**src/rtl/week_5_pla_pkg.sv**
```systemverilog
// Shared types and constants for the programmable PLA: controller states,
// AND-row literal layout and the program-port width helper.
package week_5_pla_pkg;

    typedef enum logic {
        ST_RUN   = 1'b0,
        ST_CLEAR = 1'b1
    } state_e;

    // Within an AND row, variable i owns bits 2i (true) and 2i+1 (complement).
    localparam int LIT_TRUE_OFS = 0;
    localparam int LIT_COMP_OFS = 1;

    function automatic int prog_dw(input int n_in, input int n_out);
        return (2 * n_in > n_out) ? 2 * n_in : n_out;
    endfunction

endpackage

```
**src/rtl/week_5_pla_term.sv**
```systemverilog
// One product-term evaluator: AND of the literals selected by the row.
// An empty row, or a row asking for both polarities of a variable, yields 0.
module week_5_pla_term
    import week_5_pla_pkg::*;
#(
    parameter int N_IN = 4
) (
    input  logic [2*N_IN-1:0] i_and_row,
    input  logic [N_IN-1:0]   i_data,
    output logic              o_term
);

    logic [N_IN-1:0] w_lit_ok;

    always_comb begin
        w_lit_ok = '0;
        for (int i = 0; i < N_IN; i++) begin
            w_lit_ok[i] = (!i_and_row[2*i+LIT_TRUE_OFS] ||  i_data[i]) &&
                          (!i_and_row[2*i+LIT_COMP_OFS] || !i_data[i]);
        end
    end

    assign o_term = (|i_and_row) && (&w_lit_ok);

endmodule

```
**src/rtl/week_5_pla_programmable.sv**
```systemverilog
// Run-time programmable PLA with a two-stage pipeline (terms, then OR plane).
// state    | meaning
// ST_RUN   | accept plane writes or input vectors
// ST_CLEAR | zero one AND/OR row pair per cycle, rows 0..N_TERMS-1
module week_5_pla_programmable
    import week_5_pla_pkg::*;
#(
    parameter  int N_IN    = 4,
    parameter  int N_TERMS = 8,
    parameter  int N_OUT   = 2,
    localparam int AW      = $clog2(N_TERMS),
    localparam int DW      = prog_dw(N_IN, N_OUT)
) (
    input  logic             clk,
    input  logic             rst_n,
    input  logic             i_prog_en,
    input  logic             i_prog_sel,
    input  logic [AW-1:0]    i_prog_addr,
    input  logic [DW-1:0]    i_prog_data,
    input  logic             i_prog_clr,
    output logic             o_prog_ready,
    input  logic             i_in_valid,
    input  logic [N_IN-1:0]  i_in_data,
    output logic             o_in_ready,
    output logic             o_out_valid,
    output logic [N_OUT-1:0] o_out_data
);

    state_e                           r_state;
    state_e                           w_state_nxt;
    logic [AW-1:0]                    r_clr_cnt;
    logic [N_TERMS-1:0][2*N_IN-1:0]   r_and_plane;
    logic [N_TERMS-1:0][N_OUT-1:0]    r_or_plane;
    logic                             r_s1_valid;
    logic [N_TERMS-1:0]               r_s1_terms;
    logic                             r_out_valid;
    logic [N_OUT-1:0]                 r_out_data;
    logic [N_TERMS-1:0]               w_terms;
    logic [N_OUT-1:0]                 w_or_out;
    logic                             w_clr_start;
    logic                             w_clr_last;
    logic                             w_addr_ok;
    logic                             w_write;
    logic                             w_accept;

    assign w_addr_ok   = ({1'b0, i_prog_addr} < (AW+1)'(N_TERMS));
    assign w_clr_last  = (r_clr_cnt == AW'(N_TERMS - 1));
    assign w_clr_start = i_prog_clr && o_prog_ready;
    // Clear wins over a simultaneous write; out-of-range writes are swallowed.
    assign w_write     = i_prog_en && o_prog_ready && !i_prog_clr && w_addr_ok;
    assign w_accept    = i_in_valid && o_in_ready;

    always_ff @(posedge clk or negedge rst_n) begin
        if (!rst_n) r_state <= ST_RUN;
        else        r_state <= w_state_nxt;
    end

    always_comb begin
        w_state_nxt = r_state;
        case (r_state)
            ST_RUN:   if (w_clr_start) w_state_nxt = ST_CLEAR;
            ST_CLEAR: if (w_clr_last)  w_state_nxt = ST_RUN;
            default:  w_state_nxt = ST_RUN;
        endcase
    end

    // Holding prog_ready low while stage 1 is busy keeps in-flight vectors on one plane.
    always_comb begin
        o_prog_ready = 1'b0;
        o_in_ready   = 1'b0;
        if (r_state == ST_RUN) begin
            o_prog_ready = !r_s1_valid;
            o_in_ready   = !i_prog_en && !i_prog_clr;
        end
    end

    always_ff @(posedge clk or negedge rst_n) begin
        if (!rst_n) begin
            r_clr_cnt   <= '0;
            r_and_plane <= '0;
            r_or_plane  <= '0;
        end else if (r_state == ST_CLEAR) begin
            r_and_plane[r_clr_cnt] <= '0;
            r_or_plane[r_clr_cnt]  <= '0;
            r_clr_cnt              <= r_clr_cnt + 1'b1;
        end else begin
            r_clr_cnt <= '0;
            if (w_write) begin
                if (i_prog_sel) r_or_plane[i_prog_addr]  <= i_prog_data[N_OUT-1:0];
                else            r_and_plane[i_prog_addr] <= i_prog_data[2*N_IN-1:0];
            end
        end
    end

    for (genvar j = 0; j < N_TERMS; j++) begin : g_term
        week_5_pla_term #(.N_IN(N_IN)) u_term (
            .i_and_row (r_and_plane[j]),
            .i_data    (i_in_data),
            .o_term    (w_terms[j])
        );
    end

    always_comb begin
        w_or_out = '0;
        for (int k = 0; k < N_OUT; k++) begin
            for (int j = 0; j < N_TERMS; j++) begin
                if (r_s1_terms[j] && r_or_plane[j][k]) w_or_out[k] = 1'b1;
            end
        end
    end

    always_ff @(posedge clk or negedge rst_n) begin
        if (!rst_n) begin
            r_s1_valid  <= 1'b0;
            r_s1_terms  <= '0;
            r_out_valid <= 1'b0;
            r_out_data  <= '0;
        end else begin
            r_s1_valid  <= w_accept;
            if (w_accept) r_s1_terms <= w_terms;
            r_out_valid <= r_s1_valid;
            if (r_s1_valid) r_out_data <= w_or_out;
        end
    end

    assign o_out_valid = r_out_valid;
    assign o_out_data  = r_out_data;

endmodule

```
**config.mk**
```make
export PLATFORM = sky130hd
export DESIGN_NAME = week_5_pla_programmable
export DESIGN_NICKNAME = d
export VERILOG_FILES = /design/src/rtl/week_5_pla_pkg.sv /design/src/rtl/week_5_pla_term.sv /design/src/rtl/week_5_pla_programmable.sv
export SDC_FILE = /design/constraint.sdc
export NUM_CORES = 1
export LEC_CHECK = 0
export CORE_UTILIZATION = 53
export CTS_CLUSTER_SIZE = 14
export DETAILED_ROUTE_END_ITERATION = 12
export PLACE_DENSITY = 0.77
export SYNTH_ARGS = -nofsm -noshare
export SYNTH_HDL_FRONTEND = slang
export SYNTH_HIERARCHICAL = 1
export SYNTH_SLANG_ARGS = --single-unit
```
**constraint.sdc**
```tcl
create_clock -name clk -period 1.5 [get_ports clk]
set_input_delay 0.45 -clock clk [delete_from_list [all_inputs] [get_ports clk]]
set_output_delay 0.45 -clock clk [all_outputs]
set_load 0.005 [all_outputs]
```
**Yosys cells after proc, flatten, opt, wreduce, memory -nomap -nowiden**

Cells that the tools add are included.

- Logic and storage cells: 290
- Output and inout bits: 5
- Bits of input ports: 21
- Register bits: 96

- Eq/ne operators: 2
- $lt $le $gt $ge: 4
- Mux-type cells: 38
- $add $sub $neg: 1
- Bitwise gates (word level): 5
- Reductions and logical operators: 218

Operator list:

| kind | count |
|---|---|
| 64-bit two-way mux | 3 |
| 1-bit zero test | 71 |
| 64-bit bitwise AND | 1 |
| 64-bit bitwise mux | 1 |
| 1-bit logical OR | 64 |
| 64-bit inverter | 1 |
| 8-bit OR reduction | 8 |
| 1-bit logical AND | 63 |
| 8-bit demux with 3-bit select | 2 |
| 16-bit two-way mux | 3 |
| 4-bit AND reduction | 8 |
| 1-bit two-way mux | 20 |
| 16-bit bitwise AND | 1 |
| 16-bit bitwise mux | 1 |
| 8-bit two-way mux | 2 |
| 16-bit inverter | 1 |
| 2-bit demux with 3-bit select | 2 |
| 3-bit by 4-bit less-than comparator with 1-bit output (second input constant) | 2 |
| 3-bit by 1-bit >= comparator with 1-bit output (second input constant) | 2 |
| 2-bit two-way mux | 2 |
| 2-bit AND reduction | 2 |
| 2-bit nonzero test | 2 |
| 3-bit by 1-bit adder with 3-bit output (second input constant) | 1 |
| 3-bit == test (second input constant) | 1 |
| 4 further kinds | 4 |

**Depth between registers and ports, before layout**

- Depth after elaboration: 9
- Mapped depth: 5
- Gate-level depth less buffers: 4

**By module**

The synthesis kept the hierarchy.

Modules (own cells, without submodules):

| module | times used | cells an instance | sequential area each (um^2) | area each (um^2) |
|---|---|---|---|---|
| week_5_pla_programmable | 1 | 329 | 2402.3 | 4140.2 |
| week_5_pla_term | 8 | 9 | 0.0 | 72.6 |

**Worst setup path after synthesis**

No wires, ideal clock.

- Path kind: input-to-reg
- From: input i_prog_addr[0]
- To: register r_and_plane[48] in the netlist's numbering
- Setup slack: -0.020 ns
- Path buffers: 2
- Setup time: 0.121 ns
- Stages: 5
- Arrival: 1.400 ns
- Cells stage by stage: buf_4 -> and4bb_2 -> and2_2 -> buf_6 -> a22o_1

- Cells in the longest elaborated chain, start to end: 8
- Elaborated cells between the ends (all ways): 9
- Classes of those cells: 2 x order compare; 6 x mux; 1 x reduce/logical

Ends and longest elaborated chain:

| item | RTL line | text |
|---|---|---|
| from (decl) | week_5_pla_programmable.sv:18 | `input logic [AW-1:0] i_prog_addr,` |
| 3-bit by 4-bit less-than comparator with 1-bit output (implied by the code) or 3-bit by 1-bit >= comparator with 1-bit output (tied branches) | week_5_pla_programmable.sv:90 | `else r_and_plane[i_prog_addr] <= i_prog_data[2*N_IN-1:0];` |
| 1-bit logical AND (implied by the code) | week_5_pla_programmable.sv:90 |  |
| 8-bit two-way mux (implied by the code) | week_5_pla_programmable.sv:90 |  |
| 8-bit demux with 3-bit select * | week_5_pla_programmable.sv:90 |  |
| 64-bit bitwise mux * | week_5_pla_programmable.sv:90 |  |
| 64-bit two-way mux * | week_5_pla_programmable.sv:89 | `if (i_prog_sel) r_or_plane[i_prog_addr] <= i_prog_data[N_OUT-1:0];` |
| 64-bit two-way mux * | week_5_pla_programmable.sv:88 | `if (w_write) begin` |
| 64-bit two-way mux * | week_5_pla_programmable.sv:82 | `end else if (r_state == ST_CLEAR) begin` |
| to (signal, indexed assignment) | week_5_pla_programmable.sv:90 |  |
| to (decl) | week_5_pla_programmable.sv:32 | `logic [N_TERMS-1:0][2*N_IN-1:0] r_and_plane;` |

Every way passes the cells marked *; elsewhere a longest branch is shown, timed or not. The select of a mux whose other input is x is not followed.
A chain may end at the register's enable or synchronous reset.

**Worst setup path after layout**

- From: register r_state
- To: output o_in_ready

- Cells in the longest elaborated chain, start to end: 1

Ends and longest elaborated chain:

| item | RTL line | text |
|---|---|---|
| from (decl) | week_5_pla_programmable.sv:29 | `state_e r_state;` |
| from (signal assigned) | week_5_pla_programmable.sv:55 | `else r_state <= w_state_nxt;` |
| 1-bit two-way mux | week_5_pla_programmable.sv:71 | `if (r_state == ST_RUN) begin` |
| to (decl) | week_5_pla_programmable.sv:24 | `output logic o_in_ready,` |

No other way between the ends.

==> key figures <==
Timing
  • Setup TNS Final: -4.75 ns
  • Final period utilization: 109%
  • FMAX: 0.614 GHz
  • Hold Vio Cnt, Final: 0
  • Setup violations, final: 83
  • Worst clock skew: 0.0152 ns
  • Hold slack: 0.510 ns
  • Unrepaired setup endpoints after global routing: yes
  • Slew @ Worst Pin: 0.586 ns
  • Tmin final: 1.63 ns
  • Slew Limit Fails: 0
  • Final critical-path setup slack: -0.129 ns
  • Slew HR: 60.9%

Synthesis
  • Synthesized cell area: 4720 µm²
  • Top-count cell post-synth: dfrtp_1
  • Yosys cell types: 39
  • Top cells by count, synth: dfrtp_1, mux2i_1, nand2_1
  • Syn_area_per_cell: 11.8 µm²
  • Post-Synth Simple-Gate Area: 17.4%
  • Prevailing post-synth register cell: dfrtp_1
  • Asr flop ratio synth: 100%
  • Combinational family with the most area after synthesis: multiplexers
  • Yosys reg bits: 96
  • Multiplexer share of the synthesized area: 21.4%
  • Adder-Cell Fraction of Synth Area: 0.530%
  • Area leader, netlist: dfrtp_1
  • Yosys top cell area share: 50.9%
  • Compound-cell area share of the yosys netlist: 6.33%
  • Post-Syn Instances: 401
  • Register area share after synthesis: 50.9%
  • Yosys warns: 6
  • Syn nets: 424
  • Synth area leaders: dfrtp_1, mux2i_1, nand2_1, a22o_1, mux2_2
  • Xor/xnor share of the synthesized area: 0%
  • Post-synth EDFFs: 0

Run status
  • Violated checks: negative setup slack
  • Run status: finished with violations

Min path
  • Worst Hold Class: in2async

Place
  • Port Buffers: 25
  • Routability Congestion: 0.837
  • Post-DP HPWL: 8210 µm

Worst setup path
  • Worst Setup Path Type: reg2out
  • CP peak stage delay: 0.41 ns
  • Max FO, Critical Path: 2
  • CP Capture Type: output pin
  • Crit path DAT: 1.18 ns
  • CP Launch Type: flop
  • Crit-path cells: buf_6 > nor3_4 > buf_2
  • Required @ worst endpoint: 1.05 ns
  • Slowest cell on the critical path: dfrtp_1

Run
  • Total of max-cap violations: 0

Final layout
  • # nets final: 518
  • Layout cells sized above 1: 28.2%
  • Number of antenna diodes: 0
  • Area Growth Syn to Fin: 30.8%

Drt
  • WL final: 12900 µm
  • Post-route ant nets: 0
  • Drt via density: 6.11
  • Drt pass-1 iters: 5
  • DRC viols: 0
  • DR vias: 3716
  • WL per Instance: 21.1 µm
  • DRT iter0 DRCs: 225

Global route
  • Tot GR Track Use: 27.9%
  • First-pass GRT wire length: 18800 µm
  • Global Route met1 Usage: 36.4%
  • Met2 Use GR: 45.6%
  • Total gr overflow: 0
  • Layer with the highest usage: met2
  • Vias in the first global route: 3647
  • Initial antenna violation count: 0
  • Met3 Usage GRT: 5.40%
  • Largest net degree at the start of global routing: 31

Floorplan
  • Initial Util: 54.4%
  • Die extent in x: 96.4 µm
  • Std cell rows: 34
  • Die span in y: 96.4 µm
  • Core area: 8680 µm²
  • # IOs: 26
  • Die area: 9290 µm²

Pwr
  • Sw frac: 33.0%
  • Switching power: 2560 µW
  • Worst VDD drop: 0.000580 V
  • Pwr/cell area: 1260 nW/µm²
  • Flop pwr share: 43.8%
  • Tot Pwr: 7750 µW
  • Logic pwr share: 33.5%
  • Pint: 5190 µW
  • Leak: 0.00327 µW
  • Clk pwr share: 22.8%

Clock tree
  • Max H-tree Level: 3
  • Sink Count: 96
  • Clock root cell: clkbuf_8
  • Clock transition at path regs: 0.10 ns
  • Worst-Skew Late Latency: 0.37 ns
  • CTS tree: yes
  • Total CTS buffers: 9
  • Clock Path Buffers: 2
-- cell type report --
cell class,count,area [µm²]
Sequential cell,96,2400
Clock inverter,5,63.8
Timing Repair Buffer,102,1070
Tap cell,108,135
Inverter,9,33.8
Fill cell,588,2500
Clock buffer,11,141
Multi-Input combinational cell,277,2330
-- placed cells by master (no fill, tap or decap), drive strengths merged, types with 12 or more instances in the layout --
master          n
nand2          61
dfrtp          96
nand4          12
clkdlybuf4s50  13
nor2           22
a22o           20
clkbuf         13
or4            16
mux2i          92
buf            77
-- power groups by stage --
stage               Sequential, µW  Combinational (µW)  Clock, µW
detailed placement            3400                2110          0
global route                  3440                2810       1870
CTS                           3360                2320       1780
finish                        3390                2590       1760
global placement              3370                2040          0
floorplan                     3270                1350          0
-- final timing paths --
path	cells after the start	slack (ns)	start	endpoint
setup / recovery	3	-0.13	r_state	o_in_ready
min in group clk	1	0.53	r_or_plane[1]	r_or_plane[1]
setup reg to reg	7	-0.12	r_s1_valid	r_and_plane[17]
max in group asynchronous	3	0.52	rst_n	r_and_plane[56]
hold reg to reg	1	0.53	r_or_plane[1]	r_or_plane[1]
hold / removal	2	0.51	rst_n	r_and_plane[21]
-- cells by family (layout without fill, tap and decap cells) --
logic type / after synthesis / in the layout
AND/OR/NAND/NOR: 140 / 140
multiplexers: 100 / 100
flip-flops: 96 / 96
AO/OA/AOI/OAI: 35 / 35
buffers and inverters: 28 / 127
adder cells (fa/ha/maj): 2 / 2
-- critical path: cells and delay by family (launching register included) --
family                 cells  cell delay [ns]
buffers and inverters      2             0.28
DFF                        1             0.41
and+or+nand+nor            1             0.13
-- registers in the layout, indices dropped and copies added (netlist names) --
name	flops
r_or_plane	16
r_s1_valid	1
r_clr_cnt	3
o_out_valid	1
r_state	1
r_s1_terms	8
o_out_data	2
r_and_plane	64
-- layer usage --
layer / part of all wire [%] / vias up
li1: - / 1648
met1: 41 / 1887
met2: 50 / 147
met3: 6.1 / 34
met4: 3.0 / 0
met5: 0 / -
-- through the flow --
step	utilization (%)	instance area, µm²	std cells	setup slack, ns
5_1_grt	71.2	6180	608	-0.184
4_1_cts	68.9	5980	599	-0.141
6_report	71.2	6180	608	-0.129
3_3_place_gp	64.3	5580	570	-0.530
2_1_floorplan	-	4730	401	-0.00144
3_5_place_dp	64.3	5580	570	-0.614
-- what timing repair did --
| action | in CTS | in global routing |
|---|---|---|
| endpoints found under the hold margin | 18 | 0 |
| pin swaps | 10 | 11 |
| resized for setup | 42 | 28 |
| hold buffers | 1 | 0 |
| cloned | 0 | 1 |
| setup endpoints to repair | 89 | 91 |
| setup buffers | 13 | 9 |
Power figures use the tool's default switching activity.
